### src/rtl/jt49_pkg.sv
// Shared constants and types for the JT49 envelope generator: shape bit positions,
// default widths and the end-of-cycle action decode.
package jt49_pkg;

    localparam int SH_CONT = 3;
    localparam int SH_ATT  = 2;
    localparam int SH_ALT  = 1;
    localparam int SH_HOLD = 0;

    localparam int DEF_PW = 16;
    localparam int DEF_EW = 5;

    typedef enum logic {
        DIR_DOWN = 1'b0,
        DIR_UP   = 1'b1
    } env_dir_e;

    typedef enum logic [1:0] {
        END_STOP,
        END_HOLD,
        END_ALT,
        END_SAW
    } end_action_e;

    // Action taken when the step counter wraps; earlier tests take priority.
    function automatic end_action_e end_action(input logic [3:0] shape);
        if (!shape[SH_CONT])
            return END_STOP;
        else if (shape[SH_HOLD])
            return END_HOLD;
        else if (shape[SH_ALT])
            return END_ALT;
        else
            return END_SAW;
    endfunction

endpackage

### src/rtl/jt49_env_prescaler.sv
// Envelope period counter: counts enabled cen256 pulses and emits a one-cycle step
// when the count reaches the programmed period (0 treated as 1).
module jt49_env_prescaler
    import jt49_pkg::*;
#(
    parameter int PW = DEF_PW
) (
    input  logic          clk,
    input  logic          rst,
    input  logic          cen256,
    input  logic [PW-1:0] period,
    input  logic          clr,
    input  logic          en,
    output logic          step
);

    logic [PW-1:0] cnt_q, cnt_d;
    logic [PW:0]   cnt_inc;
    logic [PW:0]   limit;

    // NOTE: every signal written here gets a default first so no latch can be inferred.
    always_comb begin
        cnt_d   = cnt_q;
        step    = 1'b0;
        cnt_inc = {1'b0, cnt_q} + (PW+1)'(1);
        limit   = (period == '0) ? (PW+1)'(1) : {1'b0, period};
        if (clr) begin
            cnt_d = '0;
        end else if (cen256 && en) begin
            // >= rather than == so lowering the period below the count steps immediately.
            if (cnt_inc >= limit) begin
                cnt_d = '0;
                step  = 1'b1;
            end else begin
                cnt_d = cnt_inc[PW-1:0];
            end
        end
    end

    // NOTE: state registers use non-blocking assignments so all flops update together.
    always_ff @(posedge clk) begin
        if (rst)
            cnt_q <= '0;
        else
            cnt_q <= cnt_d;
    end

endmodule

### src/rtl/jt49_env_gen.sv
// AY/YM envelope generator: steps an EW-bit level through the attack/alternate/hold/
// continue shapes, one step per programmed number of cen256 pulses.
module jt49_env_gen
    import jt49_pkg::*;
#(
    parameter int PW = DEF_PW,
    parameter int EW = DEF_EW
) (
    input  logic          clk,
    input  logic          rst,
    input  logic          cen256,
    input  logic [PW-1:0] period,
    input  logic [3:0]    shape,
    input  logic          restart,
    output logic [EW-1:0] env,
    output logic          env_stb,
    output logic          stopped
);

    localparam logic [EW-1:0] STEP_MAX = '1;

    logic [EW-1:0] step_q, step_d;
    env_dir_e      dir_q, dir_d;
    logic          stopped_q, stopped_d;
    logic [3:0]    shape_q, shape_d;
    logic [EW-1:0] env_q, env_d;
    logic          env_stb_q, env_stb_d;
    logic          step_evt;

    jt49_env_prescaler #(.PW(PW)) u_prescaler (
        .clk    (clk),
        .rst    (rst),
        .cen256 (cen256),
        .period (period),
        .clr    (restart),
        .en     (!stopped_q),
        .step   (step_evt)
    );

    always_comb begin
        step_d    = step_q;
        dir_d     = dir_q;
        stopped_d = stopped_q;
        shape_d   = shape_q;
        env_d     = env_q;
        env_stb_d = 1'b0;

        if (restart) begin
            shape_d   = shape;
            step_d    = '0;
            dir_d     = env_dir_e'(shape[SH_ATT]);
            stopped_d = 1'b0;
        end else if (step_evt) begin
            if (step_q != STEP_MAX) begin
                step_d = step_q + EW'(1);
            end else begin
                unique case (end_action(shape_q))
                    END_STOP: stopped_d = 1'b1;
                    END_HOLD: stopped_d = 1'b1;
                    END_ALT: begin
                        dir_d  = (dir_q == DIR_UP) ? DIR_DOWN : DIR_UP;
                        step_d = '0;
                    end
                    END_SAW:  step_d = '0;
                endcase
            end
        end

        // Frozen level: zero for one-shot shapes, otherwise the final level, flipped by ALT.
        if (stopped_d) begin
            if (!shape_d[SH_CONT])
                env_d = '0;
            else
                env_d = {EW{dir_d == DIR_UP}} ^ {EW{shape_d[SH_ALT]}};
        end else begin
            env_d = (dir_d == DIR_UP) ? step_d : ~step_d;
        end

        env_stb_d = step_evt && !restart && (env_d != env_q);
    end

    always_ff @(posedge clk) begin
        if (rst) begin
            step_q    <= '0;
            dir_q     <= DIR_DOWN;
            stopped_q <= 1'b1;
            shape_q   <= '0;
            env_q     <= '0;
            env_stb_q <= 1'b0;
        end else begin
            step_q    <= step_d;
            dir_q     <= dir_d;
            stopped_q <= stopped_d;
            shape_q   <= shape_d;
            env_q     <= env_d;
            env_stb_q <= env_stb_d;
        end
    end

    assign env     = env_q;
    assign env_stb = env_stb_q;
    assign stopped = stopped_q;

endmodule

### config.mk
export PLATFORM = sky130hd
export DESIGN_NAME = jt49_env_gen
export DESIGN_NICKNAME = d
export VERILOG_FILES = /design/src/rtl/jt49_pkg.sv /design/src/rtl/jt49_env_prescaler.sv /design/src/rtl/jt49_env_gen.sv
export SDC_FILE = /design/constraint.sdc
export NUM_CORES = 1
export LEC_CHECK = 0
export BUFFER_PORTS_ARGS = -buffer_cell sky130_fd_sc_hd__buf_2
export CAP_MARGIN = 20
export CORE_MARGIN = 2
export CORE_UTILIZATION = 25
export CTS_CLUSTER_SIZE = 24
export DETAILED_ROUTE_END_ITERATION = 8
export PLACE_DENSITY = 0.47
export SETUP_SLACK_MARGIN = 0.3
export SLEW_MARGIN = 25
export SYNTH_ARGS = -nofsm -noshare
export SYNTH_HDL_FRONTEND = slang
export SYNTH_SLANG_ARGS = --single-unit
### constraint.sdc
create_clock -name clk -period 7.2 [get_ports clk]
set_input_delay 1.44 -clock clk [delete_from_list [all_inputs] [get_ports clk]]
set_output_delay 1.44 -clock clk [all_outputs]
set_load 0.02 [all_outputs]
* Word-level counts from Yosys, hierarchy flattened
Cells that the tools add are included.
** Operators by class
- Add/sub/neg operators :: 2
- Order comparisons :: 1
- Equality and inequality tests :: 5
- Mux-type cells :: 28
- Bitwise gates (word level) :: 2
- Reductions and logical operators :: 10
** Operator list (number)
- $mux 5 :: 7
- $mux 16 :: 2
- $add 16x1->17 const B :: 1
- $ge 17x17->1 :: 1
- $logic_not 16->1 :: 1
- $mux 1 :: 13
- $mux 2 :: 5
- $reduce_or 2->1 :: 3
- $add 5x1->5 const B :: 1
- $ne 5x5->1 :: 1
- $ne 5x5->1 const B :: 1
- $not 5->5 :: 1
- $xor 5x5->5 :: 1
- $eq 2x2->1 const B :: 2
- $mux 4 :: 1
- $logic_and 1x1->1 :: 3
- $eq 2x1->1 const B :: 1
- $logic_not 1->1 :: 2
- $logic_not 2->1 :: 1
** Storage, ports and cells
- Register bits after elaboration :: 33
- Input port bits :: 24
- Output and inout port bits :: 7
- Logic and storage cells :: 56

* Longest topological paths before layout
Gate-level depths: netlist of the first run.
- Word-level depth :: 19
- Gate-level depth with buffers :: 20
- Depth with buffers taken out :: 17

* By module
From an unflattened synthesis of the first run, not the netlist that was laid out.
** Second synthesis, totals
- Cells, all modules :: 315
- Area, all modules :: 2512.4 µm²
** By module, submodules not included
- jt49_env_prescaler :: times used 1, cells each 201, area an instance 1529.0 µm², seq. area each 320.3 µm²
- jt49_env_gen :: times used 1, cells each 114, area an instance 983.4 µm², seq. area each 320.3 µm²

* Worst setup path before layout of the first run
OpenSTA, ideal clock, no wires.
- Kind :: register to register
- From :: register u_prescaler.cnt_q[0]
- To :: register env_stb_q (netlist: env_stb)
- Setup time :: 143 ps
- Arrival time :: 4392 ps
- Required time :: 7057 ps
- Path slack :: 2665 ps
- Stages on the path, launching flop included :: 20
- Buffers on the path :: 2
- Period minus slack after synthesis :: 4535 ps
- Path through :: dfxtp_1 ha_1 and3_1 and3_1 clkbuf_1 and3_1 nand4_1 xnor2_1 ha_1 nand3_1 or3_4 or3_4 and3_4 buf_6 a2111oi_4 o211a_1 nor2_1 xor2_1 a2111oi_2 a2111oi_2
** Between the ends
- Cells in the longest elaborated chain, start to end :: 12
- Elaborated cells on any way between the ends :: 19
- Those cells by class :: add/sub: 1; order compare: 1; eq/ne: 1; mux: 12; bitwise: 2; reduce/logical: 2
** Ends and longest elaborated chain
- start: declaration :: line jt49_env_prescaler.sv:17 : logic [PW-1:0] cnt_q, cnt_d;
- start signal: assignment :: line jt49_env_prescaler.sv:45 : cnt_q <= cnt_d;
- $add 16x1->17 (*) :: line jt49_env_prescaler.sv:25 : cnt_inc = {1'b0, cnt_q} + (PW+1)'(1);
- $ge 17x17->1 (*) :: line jt49_env_prescaler.sv:31 : if (cnt_inc >= limit) begin
- $mux 1 (*) :: line jt49_env_prescaler.sv:31
- $mux 1 (*) :: line jt49_env_prescaler.sv:29 : end else if (cen256 && en) begin
- $mux 1 (*) :: line jt49_env_prescaler.sv:27 : if (clr) begin
- $mux 1 / $mux 5 (equally long branches) :: line jt49_env_gen.sv:53 : end else if (step_evt) begin
- $mux 1 / $mux 5 (equally long branches) :: line jt49_env_gen.sv:48 : if (restart) begin
- $xor 5x5->5 / $not 5->5 (equally long branches) :: line jt49_env_gen.sv:74, jt49_env_gen.sv:76
- $mux 5, on equally long branches :: line jt49_env_gen.sv:71, jt49_env_gen.sv:76
- $mux 5 :: line jt49_env_gen.sv:70 : if (stopped_d) begin
- $ne 5x5->1 :: line jt49_env_gen.sv:79 : env_stb_d = step_evt && !restart && (env_d != env_q);
- $logic_and 1x1->1 (*) :: line jt49_env_gen.sv:79
- end signal: assignment :: line jt49_env_gen.sv:96 : env_stb_q <= env_stb_d;
- end: declaration :: line jt49_env_gen.sv:27 : logic env_stb_q, env_stb_d;
Mark *: on every way between the ends. The rest lies on a longest branch, timed or not.
A chain may end at the register's enable or synchronous reset.

* Worst setup path after layout of the first run
Ends and elaborated chain as after synthesis.

==> reports/metrics.csv, run 1 <==
stage,metric,value,unit
sta,worst setup margin,1.95,ns
synth,post-synthesis mux area share,0.0196,
critical_path,maximum fanout along the worst path,8,
routing,Vias/cell,5.02,
critical_path,RR Startpoint,u_prescaler.cnt_q[0]$_SDFFE_PP0P_,
synth,Synth Flop Type,dfxtp_1,
pwr,Peak VDD IR,0.0000535,V
clock_tree,Worst-path clk slew,0.07,ns
finish,layout cells sized above 1,0.131,
synth,Synth Area in Compound Gates,0.242,
critical_path,Critical Path Start Type,register,
floorplan,DIE AREA,11100,sq um
clock_tree,CTS Root Cell,clkbuf_8,
sta,Final min period,5.25,ns
placement,DP Cell Count,476,
global_route,pin count of the biggest net entering global routing,23,
placement,RD Place Congestion,0.798,
sta,Clock Skew,0.00824,ns
critical_path,crit path from,u_prescaler.cnt_q[0]$_SDFFE_PP0P_,
global_route,first-pass GRT wire length,11700,um
critical_path,FF-to-FF path depth,17,
clock_tree,CTS tree,done,
worst_hold_path,min-delay src,u_prescaler.cnt_q[15]$_SDFFE_PP0P_,
finish,area of the multi-input gates,1780,sq um
critical_path,CP required,7.38,ns
finish,Layout area overhead,12.8,%
sta,worst-margin pin slew,0.949,ns
finish,Final nets,393,
pwr,total power draw,0.385,mW
synth,Synth Area in Adders,0.0929,
sta,Final Hold Viols,0,
critical_path,CP max stage cell,a311oi_1,
clock_tree,# H-tree levels,2,
routing,Final ANT Viol Nets,0,
placement,PortBufs,30,
pwr,Power Density,133,nW/um^2
synth,Simple-Gate Fraction of Synth Area,0.262,
clock_tree,hold buffer count at CTS,0,
sta,Finish-stage setup viols,0,
critical_path,Critical Path Most Common Cell,and3_1,
routing,Post-Route WL,6940,um
clock_tree,Max Root-Sink Buffers,2,
critical_path,ordered cell list for the critical path,"ha_1, and3_1, and3_1, and3_1, nand4_1, xnor2_1, ha_1, nand3_1, or3_4, or3_4, nand3_1, nor2_1, a311oi_1, nor2_1, a32oi_1, a2111oi_2, a2111oi_2",
sta,unrepaired setup endpoints after global routing,no,
finish,Layout Cells excl Fill,483,
synth,register area share after synthesis,0.250,
synth,Seq cells post-synth,32,
floorplan,die width,105,um
floorplan,Initial Utilization,0.260,
sta,Achievable Freq,0.190,GHz
routing,WL per Instance,14.4,um
synth,"Avg Cell Area, Syn",7.80,sq um
placement,Setup Slack @ Placement,1.98,ns
synth,post-synthesis xor/xnor area fraction,0.0787,
synth,post-synthesis async set-or-reset flop share,0,
synth,syn_nets,371,
global_route,total grt overflow,0,
synth,Syn Inst Count,328,
routing,Via Count,2427,
routing,drt pass-1 iters,4,
placement,DP HPWL,5280,um
clock_tree,clock sink total,32,
clock_tree,post_cts resized,0,
clock_tree,clk_lat worst skew,0.29,ns
synth,Netlist cell types,53,
global_route,initial antenna violation count,0,
synth,Synthesis Warnings,0,
floorplan,# IOs,31,
finish,register area,641,sq um
critical_path,Worst EP arrival,5.43,ns
sta,Final period util,0.729,
floorplan,Core ar.,9860,sq um
synth,"EDFF count, synth",0,
worst_hold_path,worst hold stages,2,
pwr,Leak,1.19,nW
global_route,number of global-route vias before repair,2392,
critical_path,worst stage delay on the critical path,0.72,ns
clock_tree,# Post-CTS Setup Buffers,0,
sta,setup_tns,0,ns
sta,Max Slew Vio Count,0,
clock_tree,cts bufs inserted,5,
routing,DRC errors left,0,
synth,Mapped Area,2560,sq um
global_route,Overall Global Routing Usage,0.130,
flow_run,MaxCap Viol Count,0,
outcome,status,"finished, final reports clean",
worst_hold_path,Min-Delay Path Class,reg2reg,
synth,largest family of logic cells by synthesized area,simple AND/OR/NAND/NOR gates,
finish,Util after Layout,0.293,
routing,DR iter-0 viols,80,
finish,antenna cells,0,
sta,slew margin rel.,0.367,
critical_path,Crit Path Class,reg2reg,
floorplan,chip height,105,um
finish,FILL cells,1088,
critical_path,crit end category,register,
floorplan,row count,36,
## sequential cells by signal, indices dropped and copies added, names as in the netlist
name	flops
stopped	1
env_stb	1
u_prescaler.cnt_q	16
dir_q	1
step_q	5
shape_q	3
env	5
## metal layers
metal,track usage,vias up,routed length (um)
met1,0.181,1125,3540
met3,0.0225,8,281
met5,0,-,0
met4,0.0381,0,81
met2,0.204,53,3040
li1,-,1241,-
## metrics by stage
stage	hold WS, ns	cell area [sq um]
3_3_place_gp	0.464	2810
3_5_place_dp	0.476	2810
2_1_floorplan	0.444	2560
4_1_cts	0.486	2890
6_report	0.484	2890
5_1_grt	0.515	2890
## area by class of cell
type / count / area share
Clock inverter: 1 / 0.00173
Tap cell: 133 / 0.0576
Inverter: 19 / 0.0247
Timing Repair Buffer: 30 / 0.0520
Clock buffer: 6 / 0.0251
Sequential cell: 32 / 0.222
Multi-Input combinational cell: 262 / 0.617
## synth_stat cells, drive strengths merged, types with 3 or more instances
| master | instances | area (sq um) |
|---|---|---|
| o21ai | 15 | 75.1 |
| and4 | 3 | 26.3 |
| nand4 | 5 | 31.3 |
| a21o | 4 | 30.0 |
| inv | 19 | 71.3 |
| nand3b | 7 | 52.6 |
| xnor2 | 12 | 105 |
| nor2b | 8 | 50.1 |
| clkbuf | 11 | 42.5 |
| or2 | 4 | 25.0 |
| a31oi | 3 | 18.8 |
| a22oi | 4 | 30.0 |
| mux2i | 5 | 50.1 |
| nand2 | 23 | 86.3 |
| ha | 19 | 238 |
| a21oi | 32 | 164 |
| xor2 | 11 | 96.3 |
| or3 | 3 | 28.8 |
| a22o | 3 | 26.3 |
| nor3 | 4 | 20.0 |
| nor2 | 25 | 93.8 |
| nor4 | 7 | 43.8 |
| nand2b | 7 | 43.8 |
| o21a | 6 | 45.0 |
| o211ai | 3 | 22.5 |
| buf | 4 | 23.8 |
| and3 | 12 | 80.1 |
| a2111oi | 3 | 57.6 |
| dfxtp | 32 | 641 |
| nand3 | 16 | 80.1 |
## cells by family after synthesis
logic type | Yosys count
buf+inv | 34
fa+ha+maj | 19
xor+xnor | 23
flops | 32
mux | 5
compound gates | 90
simple gates | 125
## cell usage in the layout, fill, tap and decap left out, types with 6 or more instances in the layout
cell type	n
a21oi_1	31
nand2b_1	7
nor2b_1	8
nand3b_1	7
o21ai_0	13
o21a_1	6
xnor2_1	12
dfxtp_1	32
xor2_1	11
and3_1	11
nor4_1	7
inv_1	19
buf_2	30
nand2_1	23
ha_1	19
nor2_1	25
nand3_1	16
## worst max-delay path: cells and delay by family, from the launching register on
kind	cells	cell delay, ns
AOI/OAI and AO/OA	4	1.42
adders and majority gates	2	0.56
and+or+nand+nor	10	2.56
DFF	1	0.43
xor gates and xnor gates	1	0.17
## where the power goes
group	total, mW	switching (mW)	internal (mW)
Clock	0.133	0.0676	0.0657
Sequential	0.188	0.00710	0.181
Combinational	0.0635	0.0384	0.0252
## path summary, 6_finish.rpt
path	slack (ns)	endpoint
max	1.95	env_stb$_SDFF_PP0_
min	0.48	u_prescaler.cnt_q[15]$_SDFFE_PP0P_
max reg2reg	1.95	env_stb$_SDFF_PP0_
min reg2reg	0.48	u_prescaler.cnt_q[15]$_SDFFE_PP0P_
Power figures use the tool's default switching activity.
==> run 2, diff against run 1 <==
- clock period: 7.2 -> 5.41 ns (I/O delays scaled with it)
==> run 2 against run 1 <==
Hold slack worse by 0.0031 ns; flip-flop and latch count did not move; utilization up 0.60 points; cell area increased by 2.0%; critical endpoint unchanged.
==> reports/metrics.csv, run 2 (synthesis gave the netlist of run 1 again) <==
stage,metric,value,unit
placement,RD Place Congestion,0.801,
global_route,pin count of the biggest net entering global routing,23,
critical_path,CP bufs+invs,0,
critical_path,crit end category,register,
placement,PortBufs,30,
global_route,total grt overflow,0,
sta,Finish-stage setup viols,0,
finish,Reg with most FFs,u_prescaler.cnt_q,
sta,Final min period,4.77,ns
floorplan,Initial Utilization,0.260,
sta,Max Slew Vio Count,0,
pwr,Leak,1.21,nW
clock_tree,clk_lat worst skew,0.28,ns
routing,DRC errors left,0,
routing,drt pass-1 iters,4,
floorplan,row count,36,
floorplan,chip height,105,um
finish,FILL cells,1093,
sta,slew margin rel.,0.460,
floorplan,DIE AREA,11100,sq um
finish,layout cells sized above 1,0.167,
floorplan,Core ar.,9860,sq um
pwr,Power Density,175,nW/um^2
finish,area of the multi-input gates,1820,sq um
routing,Via Count,2432,
finish,Util after Layout,0.299,
sta,Final period util,0.882,
critical_path,Worst EP arrival,4.95,ns
global_route,first-pass GRT wire length,11900,um
finish,most common library cell in the layout ignoring fill and taps,dfxtp_1,
critical_path,maximum fanout along the worst path,8,
placement,DP HPWL,5340,um
clock_tree,cts bufs inserted,5,
finish,antenna cells,0,
critical_path,Worst path top cell family by delay,simple AND/OR/NAND/NOR gates,
clock_tree,Worst-path clk slew,0.07,ns
sta,Achievable Freq,0.209,GHz
clock_tree,Max Root-Sink Buffers,2,
critical_path,CP max stage cell,a2111oi_4,
clock_tree,clock sink total,32,
worst_hold_path,Min-Delay Path Class,reg2reg,
sta,setup_tns,0,ns
sta,Clock Skew,0.00680,ns
clock_tree,CTS tree,done,
clock_tree,CTS Root Cell,clkbuf_8,
clock_tree,# H-tree levels,2,
critical_path,worst stage delay on the critical path,0.52,ns
routing,Post-Route WL,7130,um
clock_tree,hold buffer count at CTS,0,
floorplan,# IOs,31,
sta,Hold Slack,0.481,ns
critical_path,Critical Path Start Type,register,
flow_run,MaxCap Viol Count,0,
floorplan,die width,105,um
critical_path,CP required,5.59,ns
pwr,Peak VDD IR,0.0000884,V
global_route,initial antenna violation count,0,
routing,WL per Instance,14.7,um
routing,Vias/cell,5.00,
routing,Final ANT Viol Nets,0,
critical_path,Crit Path Class,reg2reg,
outcome,status,"finished, final reports clean",
sta,unrepaired setup endpoints after global routing,no,
finish,max reg flops,16,
global_route,Overall Global Routing Usage,0.131,
critical_path,ordered cell list for the critical path,"ha_2, and3_2, and3_2, and3_1, nand4_1, xnor2_1, ha_1, nand3_1, or3_4, or3_4, and3_4, a2111oi_4, nor2_1, o311ai_1, a211oi_2, a2111oi_2",
routing,DR iter-0 viols,102,
finish,register area,641,sq um
finish,Final nets,396,
global_route,number of global-route vias before repair,2423,
finish,Layout area overhead,15.1,%
sta,Final Hold Viols,0,
finish,most frequent cells in the layout,"dfxtp_1 (32), a21oi_1 (30), buf_2 (30)",
sta,worst-margin pin slew,0.809,ns
## run 2: cell types whose count changed in the layout (fill, tap and decap cells not counted), moves of 2 or more
cell,delta
a22oi_1,-2
and3_1,-2
a22oi_2,+2
buf_4,+3
and3_2,+2
## run 2: metrics by stage
stage                     power [mW]  worst slack (ns)  cells  cell area [sq um]
after floorplan                0.312             0.875    328               2560
after global placement         0.342             0.468    477               2820
after detailed placement       0.342             0.282    477               2820
after CTS                      0.520             0.492    484               2900
after global routing           0.543             0.288    486               2950
final                          0.515             0.636    486               2950
## run 2: tightest hold or removal path, cell delays in order (launching register included)
cell     delay [ns]
dfxtp_1        0.33
nand2_1        0.06
a21oi_1        0.05
## run 2: repair_timing
item | CTS | global route
setup buffers | 0 | 2
pin swaps | 0 | 2
endpoints found under the setup margin | 1 | 1
resized for setup | 1 | 9
## run 2: final cells by class
class / count / share of cell area
clock buffer: 6 / 0.0246
multi-input combinational: 262 / 0.617
tap: 133 / 0.0565
timing repair buffer: 33 / 0.0586
clock inverter: 1 / 0.00170
sequential: 32 / 0.217
inverter: 19 / 0.0242
## run 2: per-layer routing
metal,wire length (um),vias up,global-route usage
li1,-,1241,-
met1,3580,1143,0.179
met2,3280,43,0.221
met3,238,5,0.0187
met4,38,0,0.0219
met5,0,-,0
## run 2: final timing paths
| check | cells after the start | slack (ns) | startpoint | end |
|---|---|---|---|---|
| worst max-delay path | 16 | 0.64 | u_prescaler.cnt_q[0]$_SDFFE_PP0P_ | env_stb$_SDFF_PP0_ |
| worst min-delay path | 2 | 0.48 | u_prescaler.cnt_q[1]$_SDFFE_PP0P_ | u_prescaler.cnt_q[1]$_SDFFE_PP0P_ |
| worst max register to register | 16 | 0.64 | u_prescaler.cnt_q[0]$_SDFFE_PP0P_ | env_stb$_SDFF_PP0_ |
| worst min register to register | 2 | 0.48 | u_prescaler.cnt_q[1]$_SDFFE_PP0P_ | u_prescaler.cnt_q[1]$_SDFFE_PP0P_ |
## run 2: where the power goes
| group | switching (mW) | internal, mW |
|---|---|---|
| logic | 0.0529 | 0.0354 |
| clock network | 0.0884 | 0.0875 |
| registers | 0.00930 | 0.241 |
